<file path="config.mk">
export PLATFORM = sky130hd
export DESIGN_NAME = display_capture_sequencer
export DESIGN_NICKNAME = d
export VERILOG_FILES = /design/src/rtl/display_capture_sequencer.sv
export SDC_FILE = /design/constraint.sdc
export NUM_CORES = 1
export LEC_CHECK = 0
export CAP_MARGIN = 20
export CORE_MARGIN = 2
export CORE_UTILIZATION = 35
export CTS_BUF_LIST = sky130_fd_sc_hd__clkbuf_16
export CTS_CLUSTER_DIAMETER = 150
export DETAILED_ROUTE_END_ITERATION = 6
export PLACE_DENSITY_LB_ADDON = 0.15
export SLEW_MARGIN = 40
export SYNTH_ARGS = -nofsm -noshare
export SYNTH_HDL_FRONTEND = slang
export SYNTH_SLANG_ARGS = --single-unit
</file>
<file path="constraint.sdc">
create_clock -name clk -period 3.57 [get_ports clk]
set_clock_uncertainty 0.1 [all_clocks]
set_input_delay 0.714 -clock clk [delete_from_list [all_inputs] [get_ports clk]]
set_output_delay 0.714 -clock clk [all_outputs]
set_load 0.01 [all_outputs]
</file>
<file path="src/rtl/display_capture_sequencer.sv">
// Display/capture sequencer: selects the value shown on the BCD display (uptime,
// manual channel, auto-rotating channel) and schedules sensor captures with timeout.
module display_capture_sequencer #(
    parameter int NUM_CH    = 2,
    parameter int DATA_W    = 8,
    parameter int TIMEOUT_S = 3,
    parameter int ROT_S     = 2
) (
    input  logic                     clk,
    input  logic                     rst,
    input  logic                     tick_1hz,
    input  logic                     mode_next,
    input  logic                     manual_start,
    input  logic [7:0]               interval,
    output logic                     sensor_start,
    input  logic                     sensor_done,
    input  logic [3:0]               sensor_status,
    input  logic [NUM_CH*DATA_W-1:0] ch_data,
    output logic [3:0]               mode,
    output logic [9:0]               disp_value,
    output logic                     busy,
    output logic [3:0]               last_status,
    output logic [7:0]               capture_cnt,
    output logic [7:0]               error_cnt
);

    typedef enum logic [1:0] {
        ST_IDLE,
        ST_START,
        ST_WAIT
    } cap_state_t;

    localparam logic [3:0] MODE_AUTO = 4'(NUM_CH + 1);

    cap_state_t        state_q, state_d;
    logic [9:0]        uptime;
    logic [DATA_W-1:0] hold [NUM_CH];
    logic [7:0]        auto_cnt;
    logic [3:0]        rot_cnt;
    logic [2:0]        rot_idx;
    logic [3:0]        to_cnt;
    logic              pending;

    logic              in_auto;
    logic              count_auto;
    logic              auto_fire;
    logic              cap_req;
    logic [7:0]        interval_eff;
    logic              start_capture;
    logic              done_ok;
    logic              done_err;
    logic              timed_out;
    logic [2:0]        sel_idx;
    logic [9:0]        disp_d;

    assign in_auto      = (mode == MODE_AUTO);
    // A mode change in the same clk as a tick wins: the auto/rotation counters clear.
    assign count_auto   = in_auto && tick_1hz && !mode_next;
    assign interval_eff = (interval == 8'd0) ? 8'd1 : interval;
    assign auto_fire    = count_auto && (({1'b0, auto_cnt} + 9'd1) >= {1'b0, interval_eff});
    assign cap_req      = manual_start || auto_fire || pending;

    assign busy         = (state_q != ST_IDLE);
    assign sensor_start = (state_q == ST_START);

    // NOTE: every signal written here gets a default first so no latch is inferred.
    always_comb begin
        state_d       = state_q;
        start_capture = 1'b0;
        done_ok       = 1'b0;
        done_err      = 1'b0;
        timed_out     = 1'b0;
        case (state_q)
            ST_IDLE: begin
                if (cap_req) begin
                    state_d       = ST_START;
                    start_capture = 1'b1;
                end
            end
            ST_START: state_d = ST_WAIT;
            ST_WAIT: begin
                // A done in the same clk as the final tick counts as done, not timeout.
                if (sensor_done) begin
                    state_d  = ST_IDLE;
                    done_ok  = (sensor_status == 4'd0);
                    done_err = (sensor_status != 4'd0);
                end else if (tick_1hz && (to_cnt == 4'(TIMEOUT_S - 1))) begin
                    state_d   = ST_IDLE;
                    timed_out = 1'b1;
                end
            end
            default: state_d = ST_IDLE;
        endcase
    end

    // NOTE: sequential state uses non-blocking assignments only.
    always_ff @(posedge clk) begin
        if (rst) state_q <= ST_IDLE;
        else     state_q <= state_d;
    end

    always_ff @(posedge clk) begin
        if (rst) begin
            mode     <= 4'd0;
            uptime   <= 10'd0;
            auto_cnt <= 8'd0;
            rot_cnt  <= 4'd0;
            rot_idx  <= 3'd0;
        end else begin
            if (tick_1hz) uptime <= uptime + 10'd1;
            if (mode_next) begin
                mode     <= (mode >= MODE_AUTO) ? 4'd0 : mode + 4'd1;
                auto_cnt <= 8'd0;
                rot_cnt  <= 4'd0;
                rot_idx  <= 3'd0;
            end else if (count_auto) begin
                auto_cnt <= auto_fire ? 8'd0 : auto_cnt + 8'd1;
                if (rot_cnt == 4'(ROT_S - 1)) begin
                    rot_cnt <= 4'd0;
                    rot_idx <= (rot_idx == 3'(NUM_CH - 1)) ? 3'd0 : rot_idx + 3'd1;
                end else begin
                    rot_cnt <= rot_cnt + 4'd1;
                end
            end
        end
    end

    // NOTE: the hold array is a handful of flops, so it is reset like any other register.
    always_ff @(posedge clk) begin
        if (rst) begin
            pending     <= 1'b0;
            to_cnt      <= 4'd0;
            last_status <= 4'd0;
            capture_cnt <= 8'd0;
            error_cnt   <= 8'd0;
            for (int k = 0; k < NUM_CH; k++) hold[k] <= '0;
        end else begin
            if (start_capture)          pending <= 1'b0;
            else if (auto_fire && busy) pending <= 1'b1;

            if (state_q != ST_WAIT) to_cnt <= 4'd0;
            else if (tick_1hz)      to_cnt <= to_cnt + 4'd1;

            if (done_ok) begin
                for (int k = 0; k < NUM_CH; k++) hold[k] <= ch_data[k*DATA_W +: DATA_W];
                capture_cnt <= capture_cnt + 8'd1;
                last_status <= 4'd0;
            end
            if (done_err || timed_out) begin
                if (error_cnt != 8'hFF) error_cnt <= error_cnt + 8'd1;
                last_status <= done_err ? sensor_status : 4'hF;
            end
        end
    end

    always_comb begin
        disp_d  = '0;
        sel_idx = rot_idx;
        if (mode == 4'd0) begin
            disp_d = uptime;
        end else begin
            if (!in_auto) sel_idx = 3'(mode - 4'd1);
            for (int k = 0; k < NUM_CH; k++) begin
                if (sel_idx == 3'(k)) disp_d = 10'(hold[k]);
            end
        end
    end

    always_ff @(posedge clk) begin
        if (rst) disp_value <= 10'd0;
        else     disp_value <= disp_d;
    end

endmodule

</file>
Word level (Yosys, flattened, before mapping)
Memories as Yosys holds them, arrays and structs flattened. Index checks and enable logic that the tools add are counted.

Register bits: 66. Bits in writable memories: 16. Input port bits: 34. Output and inout port bits: 36. Logic and storage cells: 94. Memories: 1.

Add/subtract/negate cells: 10. Magnitude comparators: 2. Eq/ne operators: 11. Muxes and demuxes: 33. Bitwise logic cells: 2. Reduce and logical (&&, ||, !) cells: 23.

Memories: hold (depth 2, width 8, rd ports 2, clocked after Yosys merged registers in 0, wr ports 2, RTL line 37) `logic [DATA_W-1:0] hold [NUM_CH];`.

Operators with widths (count): $mux 8 (5); $add 8x1->8 const B (3); $mux 10 (2); $mux 4 (5); $mux 1 (14); $add 4x1->4 const B (3); $add 10x1->10 const B (1); $add 8x1->9 const B (1); $ge 9x8->1 (1); $mux 3 (3); $eq 4x2->1 const B (2); $logic_not 4->1 (2); $logic_not 8->1 (1); $ne 8x8->1 const B (1); $eq 3x1->1 const B (2); $mux 2 (3); $pmux 2 s3 (1); $reduce_and 2->1 (3); $reduce_or 2->1 (3); $logic_and 1x1->1 (5); $eq 4x1->1 const B (1); $ge 4x2->1 const B (1); $ne 2x2->1 const B (2); $reduce_bool 2->1 (2); other kinds (11) (14).

Longest topological paths before layout
Gate-level depths: netlist of run 1.

Depth after elaboration: 9. Depth in mapped cells: 10. Gate-level depth less buffers: 10.

Worst setup path after synthesis of run 1
No wires, ideal clock.

Path kind: input to register. Start: in sensor_status[0]. End: mem hold[0][0] (enable). Library setup time: 0.411 ns. Arrival time: 2.491 ns. Required time: 3.059 ns. Setup slack: 0.567 ns. Stages: 2. Buffers on the path: 0. Path through: or4_4 o21ai_0.

RTL lines: start: declaration (RTL line 17) `input logic [3:0] sensor_status,`; end: declaration (RTL line 37).

Worst setup path in the final report of run 1
Start: reg auto_cnt[0]. End: reg state_q[0].

Longest elaborated chain between the ends: 7.

Ends and longest elaborated chain: start: declaration (RTL line 38) `logic [7:0] auto_cnt;`; start signal: assignment (RTL line 117) `auto_cnt <= auto_fire ? 8'd0 : auto_cnt + 8'd1;`; $add 8x1->9 (RTL line 60) `assign auto_fire = count_auto && (({1'b0, auto_cnt} + 9'd1) >= {1'b0, interval_eff});`; $ge 9x8->1 (RTL line 60); $logic_and 1x1->1 (RTL line 60); $logic_or 1x1->1 (2 in a row) (RTL line 61) `assign cap_req = manual_start || auto_fire || pending;`; $ne 2x2->1 (no line); $reduce_and 2->1 (no line); end signal: assignment (RTL line 99) `else state_q <= state_d;`; end: declaration (RTL line 35) `cap_state_t state_q, state_d;`.

No other way between the ends. A chain may end at the register's enable or synchronous reset.

==> results of run 1 <==
==> power groups by stage <==
stage	Combinational [mW]	Sequential, mW	Clock (mW)
global route	0.162	0.970	1.07
CTS	0.148	0.969	1.03
finish	0.146	0.969	1.00
global placement	0.145	0.989	0
floorplan	0.0743	0.990	0
detailed placement	0.148	0.989	0
==> per-layer routing <==
metal / part of all wire / GRT usage
met1: 0.47 / 0.171
met2: 0.47 / 0.233
met3: 0.049 / 0.0386
met4: 0.015 / 0.0549
met5: 0 / 0
==> placed cells by master (no fill, tap or decap), drive strengths merged, types with 2 or more instances in the layout <==
| master | synthesis | layout |
|---|---|---|
| clkdlybuf4s50 | 0 | 69 |
| dfxtp | 66 | 66 |
| nor2 | 48 | 48 |
| nand2 | 36 | 36 |
| xor2 | 22 | 22 |
| nand3 | 20 | 20 |
| and2 | 19 | 19 |
| a21oi | 17 | 17 |
| ha | 17 | 17 |
| mux2i | 16 | 16 |
| edfxtp | 16 | 16 |
| inv | 14 | 15 |
| nand4 | 14 | 14 |
| o21ai | 13 | 13 |
| xnor2 | 11 | 11 |
| clkbuf | 8 | 9 |
| nor3 | 8 | 8 |
| buf | 7 | 6 |
| nand2b | 5 | 5 |
| nor2b | 4 | 4 |
| clkinv | 0 | 4 |
| or2 | 3 | 3 |
| nand4b | 3 | 3 |
| and3 | 3 | 3 |
| o31ai | 3 | 3 |
| mux2 | 3 | 3 |
| nor4 | 2 | 2 |
| a41o | 2 | 2 |
| a211o | 2 | 2 |
| or3 | 2 | 2 |
| a31oi | 2 | 2 |
| nor4b | 2 | 2 |
| bufinv | 0 | 2 |
==> critical path: cells and delay by family (launching register included) <==
| kind | cells | cell delay [ns] |
|---|---|---|
| AOI/OAI and AO/OA | 4 | 0.71 |
| adders and majority gates | 2 | 0.54 |
| and+or+nand+nor | 3 | 0.86 |
| xor gates and xnor gates | 1 | 0.25 |
| DFF | 1 | 0.40 |
==> area by class of cell <==
type / count / area, µm² / share of cell area
clock buffer: 9 / 225 / 0.0451
clock inverter: 7 / 103 / 0.0205
inverter: 14 / 52.6 / 0.0105
multi-input combinational: 292 / 1900 / 0.381
sequential: 82 / 1800 / 0.361
tap: 140 / 175 / 0.0351
timing repair buffer: 75 / 736 / 0.147
==> sequential cells by signal, indices dropped and copies added (netlist names) <==
name / cells
rot_idx: 3
disp_value: 10
mode: 4
uptime: 10
state_q: 2
hold: 16
rot_cnt: 4
capture_cnt: 8
to_cnt: 4
last_status: 4
error_cnt: 8
auto_cnt: 8
pending: 1
==> stage by stage <==
stage,setup WS (ns),cells,total power [mW],utilization,hold slack [ns]
floorplan,0.567,403,1.06,-,0.350
global placement,0.605,603,1.13,0.434,0.363
detailed placement,0.515,603,1.14,0.434,0.376
CTS,0.590,619,2.15,0.464,0.391
global route,0.250,619,2.20,0.465,0.408
finish,0.586,619,2.12,0.465,0.382
==> kinds of logic (layout without fill, tap and decap cells) <==
| logic type | Yosys count | count (layout) | share of synthesized area |
|---|---|---|---|
| flip-flops | 82 | 82 | 0.473 |
| AND/OR/NAND/NOR | 176 | 176 | 0.239 |
| adder cells (fa/ha/maj) | 17 | 17 | 0.0558 |
| XOR/XNOR | 33 | 33 | 0.0758 |
| multiplexers | 19 | 19 | 0.0519 |
| buffers and inverters | 29 | 105 | 0.0295 |
| AO/OA/AOI/OAI | 47 | 47 | 0.0752 |
==> worst paths after layout <==
check,slack (ns),cells after the start,from,endpoint
max,0.59,10,auto_cnt[0],state_q[0]
min,0.38,1,uptime[9],disp_value[9]
max reg2reg,0.59,10,auto_cnt[0],state_q[0]
min reg2reg,0.38,1,uptime[9],disp_value[9]
==> results.txt, run 1 <==
Largest stage delay, worst path - 0.47 ns
Final setup fails - 0
FF+latch count, synth - 82
H-tree depth - 3
Setup crit start kind - flop
Power Density - 424 nW/µm²
Worst Tran Pin Value - 0.594 ns
Area Overhead vs Synth - 31.1%
Post-synth EDFFs - 16
Ys Warns - 0
Core outline area - 10700 µm²
Critical Path Fanout Max - 9
First-pass GRT wire length - 12900 µm
Post-cts resize count - 0
Routed len/inst - 12.4 µm
CTS tree - built
Starting density of the core - 0.355
Number of max-cap violations - 0
Die Y - 108 µm
Diodes inserted - 0
Synth area leaders - dfxtp_1 35%, edfxtp_1 13%, ha_1 5.6%
Top-area cell type share of the netlist area - 0.347
Final Hold Vio Count - 0
1st-iter DRT viols - 93
Leading area contributor after synthesis - dfxtp_1
Lkg Pwr - 1.94 nW
CTS sink count - 82
Post-CTS setup buffer count - 0
Sw Share - 0.217
Status - complete, no violations
CP required - 3.70 ns
Clk buf depth - 2
Nets - 525
Number of global-route vias before repair - 2900
Rows - 38
Setup crit end kind - flop
Dpl cell area - 4660 µm²
Seq/Total Area, Yosys - 0.473
Grt total ovfl - 0
Fin area - 5000 µm²
Top cells by count, synth - 66 x dfxtp_1, 48 x nor2_1, 36 x nand2_1
Largest net degree at the start of global routing - 22
Drt first pass iters - 5
IO Pins - 70
Syn Area/Cell - 9.46 µm²
Count leader, synth - dfxtp_1
Cell variety after synth - 49
Via Count - 2967
CTS Root Cell - clkbuf_16
Port buffer count - 69
Post-layout min period - 2.98 ns
Post-Syn Area - 3810 µm²
Logic pwr share - 0.069
Final WL - 7680 µm
Post-route ant nets - 0
Crit path kind - flop to flop
GRT Util Overall - 0.140
RSZ-0062 raised after global routing - false
Clock slew at reported path FFs - 0.06 ns
Max Clk Rate - 0.335 GHz
Rel. slew slack - 0.602
Chip width - 108 µm
CTS Buf Count - 9
Ratio of cells with drive above 1 in the final layout - 0.0689
Period utilization - 0.836
Critical path cell sequence - ha_1, nand3_1, nor2_1, xor2_1, ha_1, a21oi_1, o22ai_1, nor3_2, a21oi_1, o31a_1
FFs w/ async S/R, synth - 0
Filler cells - 1047
Die area - 11700 µm²
VDD IR max - 0.177 mV
Seq pwr share - 0.457
TNS Setup - 0 ns
Clock power share - 0.474
Syn nets - 454
Main synth FF type - dfxtp_1
DRC - 0
Mapped Cells - 403
CTS Hold Bufs - 0
WP data arrival - 3.11 ns
Detail Placement HPWL - 5590 µm
Gpl congestion - 0.820
Psw - 0.460 mW
Worst hold path type - flop to flop
Critical path's slowest cell - nor3_2
Fin. max-slew vios - 0
Vias per inst - 4.79
Internal Power - 1.66 mW
Antenna violations before repair - 0
Clk Latency, worst-skew pair - 0.34 ns
(Power assumes the default switching activity.)
==> run 2, diff against run 1 <==
==> constraint.sdc (replaced) <==
create_clock -name clk -period 2.85 [get_ports clk]
set_clock_uncertainty 0.1 [all_clocks]
set_input_delay 0.57 -clock clk [delete_from_list [all_inputs] [get_ports clk]]
set_output_delay 0.57 -clock clk [all_outputs]
set_load 0.01 [all_outputs]
==> results.txt, run 2 (synthesis results as in run 1) <==
Status - complete, no violations
RSZ-0062 raised after global routing - false
Worst hold slack - 0.380 ns
Critical path cell sequence - nand3_1, nor3_1, xor2_1, ha_1, nand3_1, nor2_1, nor3_2, buf_4, a21oi_1, o31a_1
Largest net degree at the start of global routing - 25
Routed len/inst - 12.8 µm
Starting density of the core - 0.355
Via Count - 3008
DRC - 0
Post-route ant nets - 0
TNS Setup - 0 ns
Detail Placement HPWL - 5970 µm
Setup crit end kind - flop
Clock slew at reported path FFs - 0.07 ns
Dpl cell area - 4720 µm²
Rows - 38
Crit path top cell by count - nand3_1
Vias per inst - 4.80
IO Pins - 70
Clk buf depth - 2
Fin. max-slew vios - 0
Worst hold path type - flop to flop
Chip width - 108 µm
Clk Latency, worst-skew pair - 0.34 ns
Dpl ws - 0.0294 ns
VDD IR max - 0.260 mV
Lkg Pwr - 1.97 nW
Gpl congestion - 0.800
Post-CTS setup buffer count - 0
Rel. slew slack - 0.701
Port buffer count - 69
Worst Tran Pin Value - 0.447 ns
Number of global-route vias before repair - 2910
Antenna violations before repair - 0
Ratio of cells with drive above 1 in the final layout - 0.0842
Die Y - 108 µm
Largest regs - hold x16, disp_value x10, uptime x10
CTS Buf Count - 9
Largest stage delay, worst path - 0.40 ns
Period utilization - 0.880
Biggest register - hold
Final setup fails - 0
First-pass GRT wire length - 13300 µm
CTS Root Cell - clkbuf_16
Max Clk Rate - 0.399 GHz
Nets - 533
CTS sink count - 82
Core outline area - 10700 µm²
Power Density - 529 nW/µm²
GRT Util Overall - 0.143
Drt first pass iters - 4
Fin area - 5050 µm²
Die area - 11700 µm²
Reg2Reg Depth - 10
WP data arrival - 2.64 ns
CP required - 2.98 ns
CTS Hold Bufs - 0
Diodes inserted - 0
Crit path kind - flop to flop
Final Hold Vio Count - 0
H-tree depth - 3
Total Power - 2.67 mW
WHS Path Cells - 1
Setup crit start kind - flop
Critical Path Fanout Max - 9
Number of max-cap violations - 0
Grt total ovfl - 0
CTS tree - built
Post-cts resize count - 0
Max FFs per register - 16
Post-layout min period - 2.51 ns
Critical path's slowest cell - dfxtp_1
Final WL - 8010 µm
Final worst slack - 0.342 ns
1st-iter DRT viols - 81
Most frequent cells in the layout - 69 x clkdlybuf4s50_1, 66 x dfxtp_1, 48 x nor2_1
Area Overhead vs Synth - 32.4%
Commonest non-fill, non-tap cell in the layout - clkdlybuf4s50_1
==> run 2: cell types whose count changed in the layout (fill, tap and decap cells not counted) <==
cell,before,now
buf_4,6,14
clkinv_4,3,1
inv_6,0,3
inv_8,1,0
nor3_2,1,2
nor3_4,1,0
==> run 2: final timing paths <==
path	start	endpoint	slack (ns)
worst max-delay path	auto_cnt[0]	state_q[0]	0.34
worst min-delay path	pending	state_q[0]	0.38
worst max register to register	auto_cnt[0]	state_q[0]	0.34
worst min register to register	pending	state_q[0]	0.38
==> run 2: layout make-up <==
class | instances | area, µm²
Tap cell | 140 | 175
Inverter | 14 | 52.6
Sequential cell | 82 | 1800
Timing Repair Buffer | 83 | 796
Fill cell | 1057 | 5700
Multi-Input combinational cell | 292 | 1900
Clock inverter | 7 | 100
Clock buffer | 9 | 225
==> run 2: where the power goes <==
group / switching (mW) / internal (mW) / leakage (nW)
clock: 0.498 / 0.777 / 0.161
sequential: 0.0125 / 1.20 / 0.699
combinational: 0.0832 / 0.101 / 1.11
total: 0.593 / 2.08 / 1.97
==> run 2: per-layer routing <==
metal | global-route usage | part of all wire
met1 | 0.179 | 0.47
met2 | 0.239 | 0.48
met3 | 0.0301 | 0.037
met4 | 0.0577 | 0.017
met5 | 0 | 0
==> run 2: through the flow <==
| step | cells | utilization |
|---|---|---|
| after floorplan | 403 | - |
| after global placement | 611 | 0.439 |
| after detailed placement | 611 | 0.439 |
| after CTS | 627 | 0.470 |
| after global routing | 627 | 0.470 |
| final | 627 | 0.470 |
==> run 2: worst max-delay path: cells and delay by family, from the launching register on <==
| family | cells | cell delay [ns] |
|---|---|---|
| and+or+nand+nor | 5 | 0.87 |
| DFF | 1 | 0.40 |
| AOI/OAI and AO/OA | 2 | 0.33 |
| adders and majority gates | 1 | 0.28 |
| xor gates and xnor gates | 1 | 0.24 |
| buffers and inverters | 1 | 0.18 |
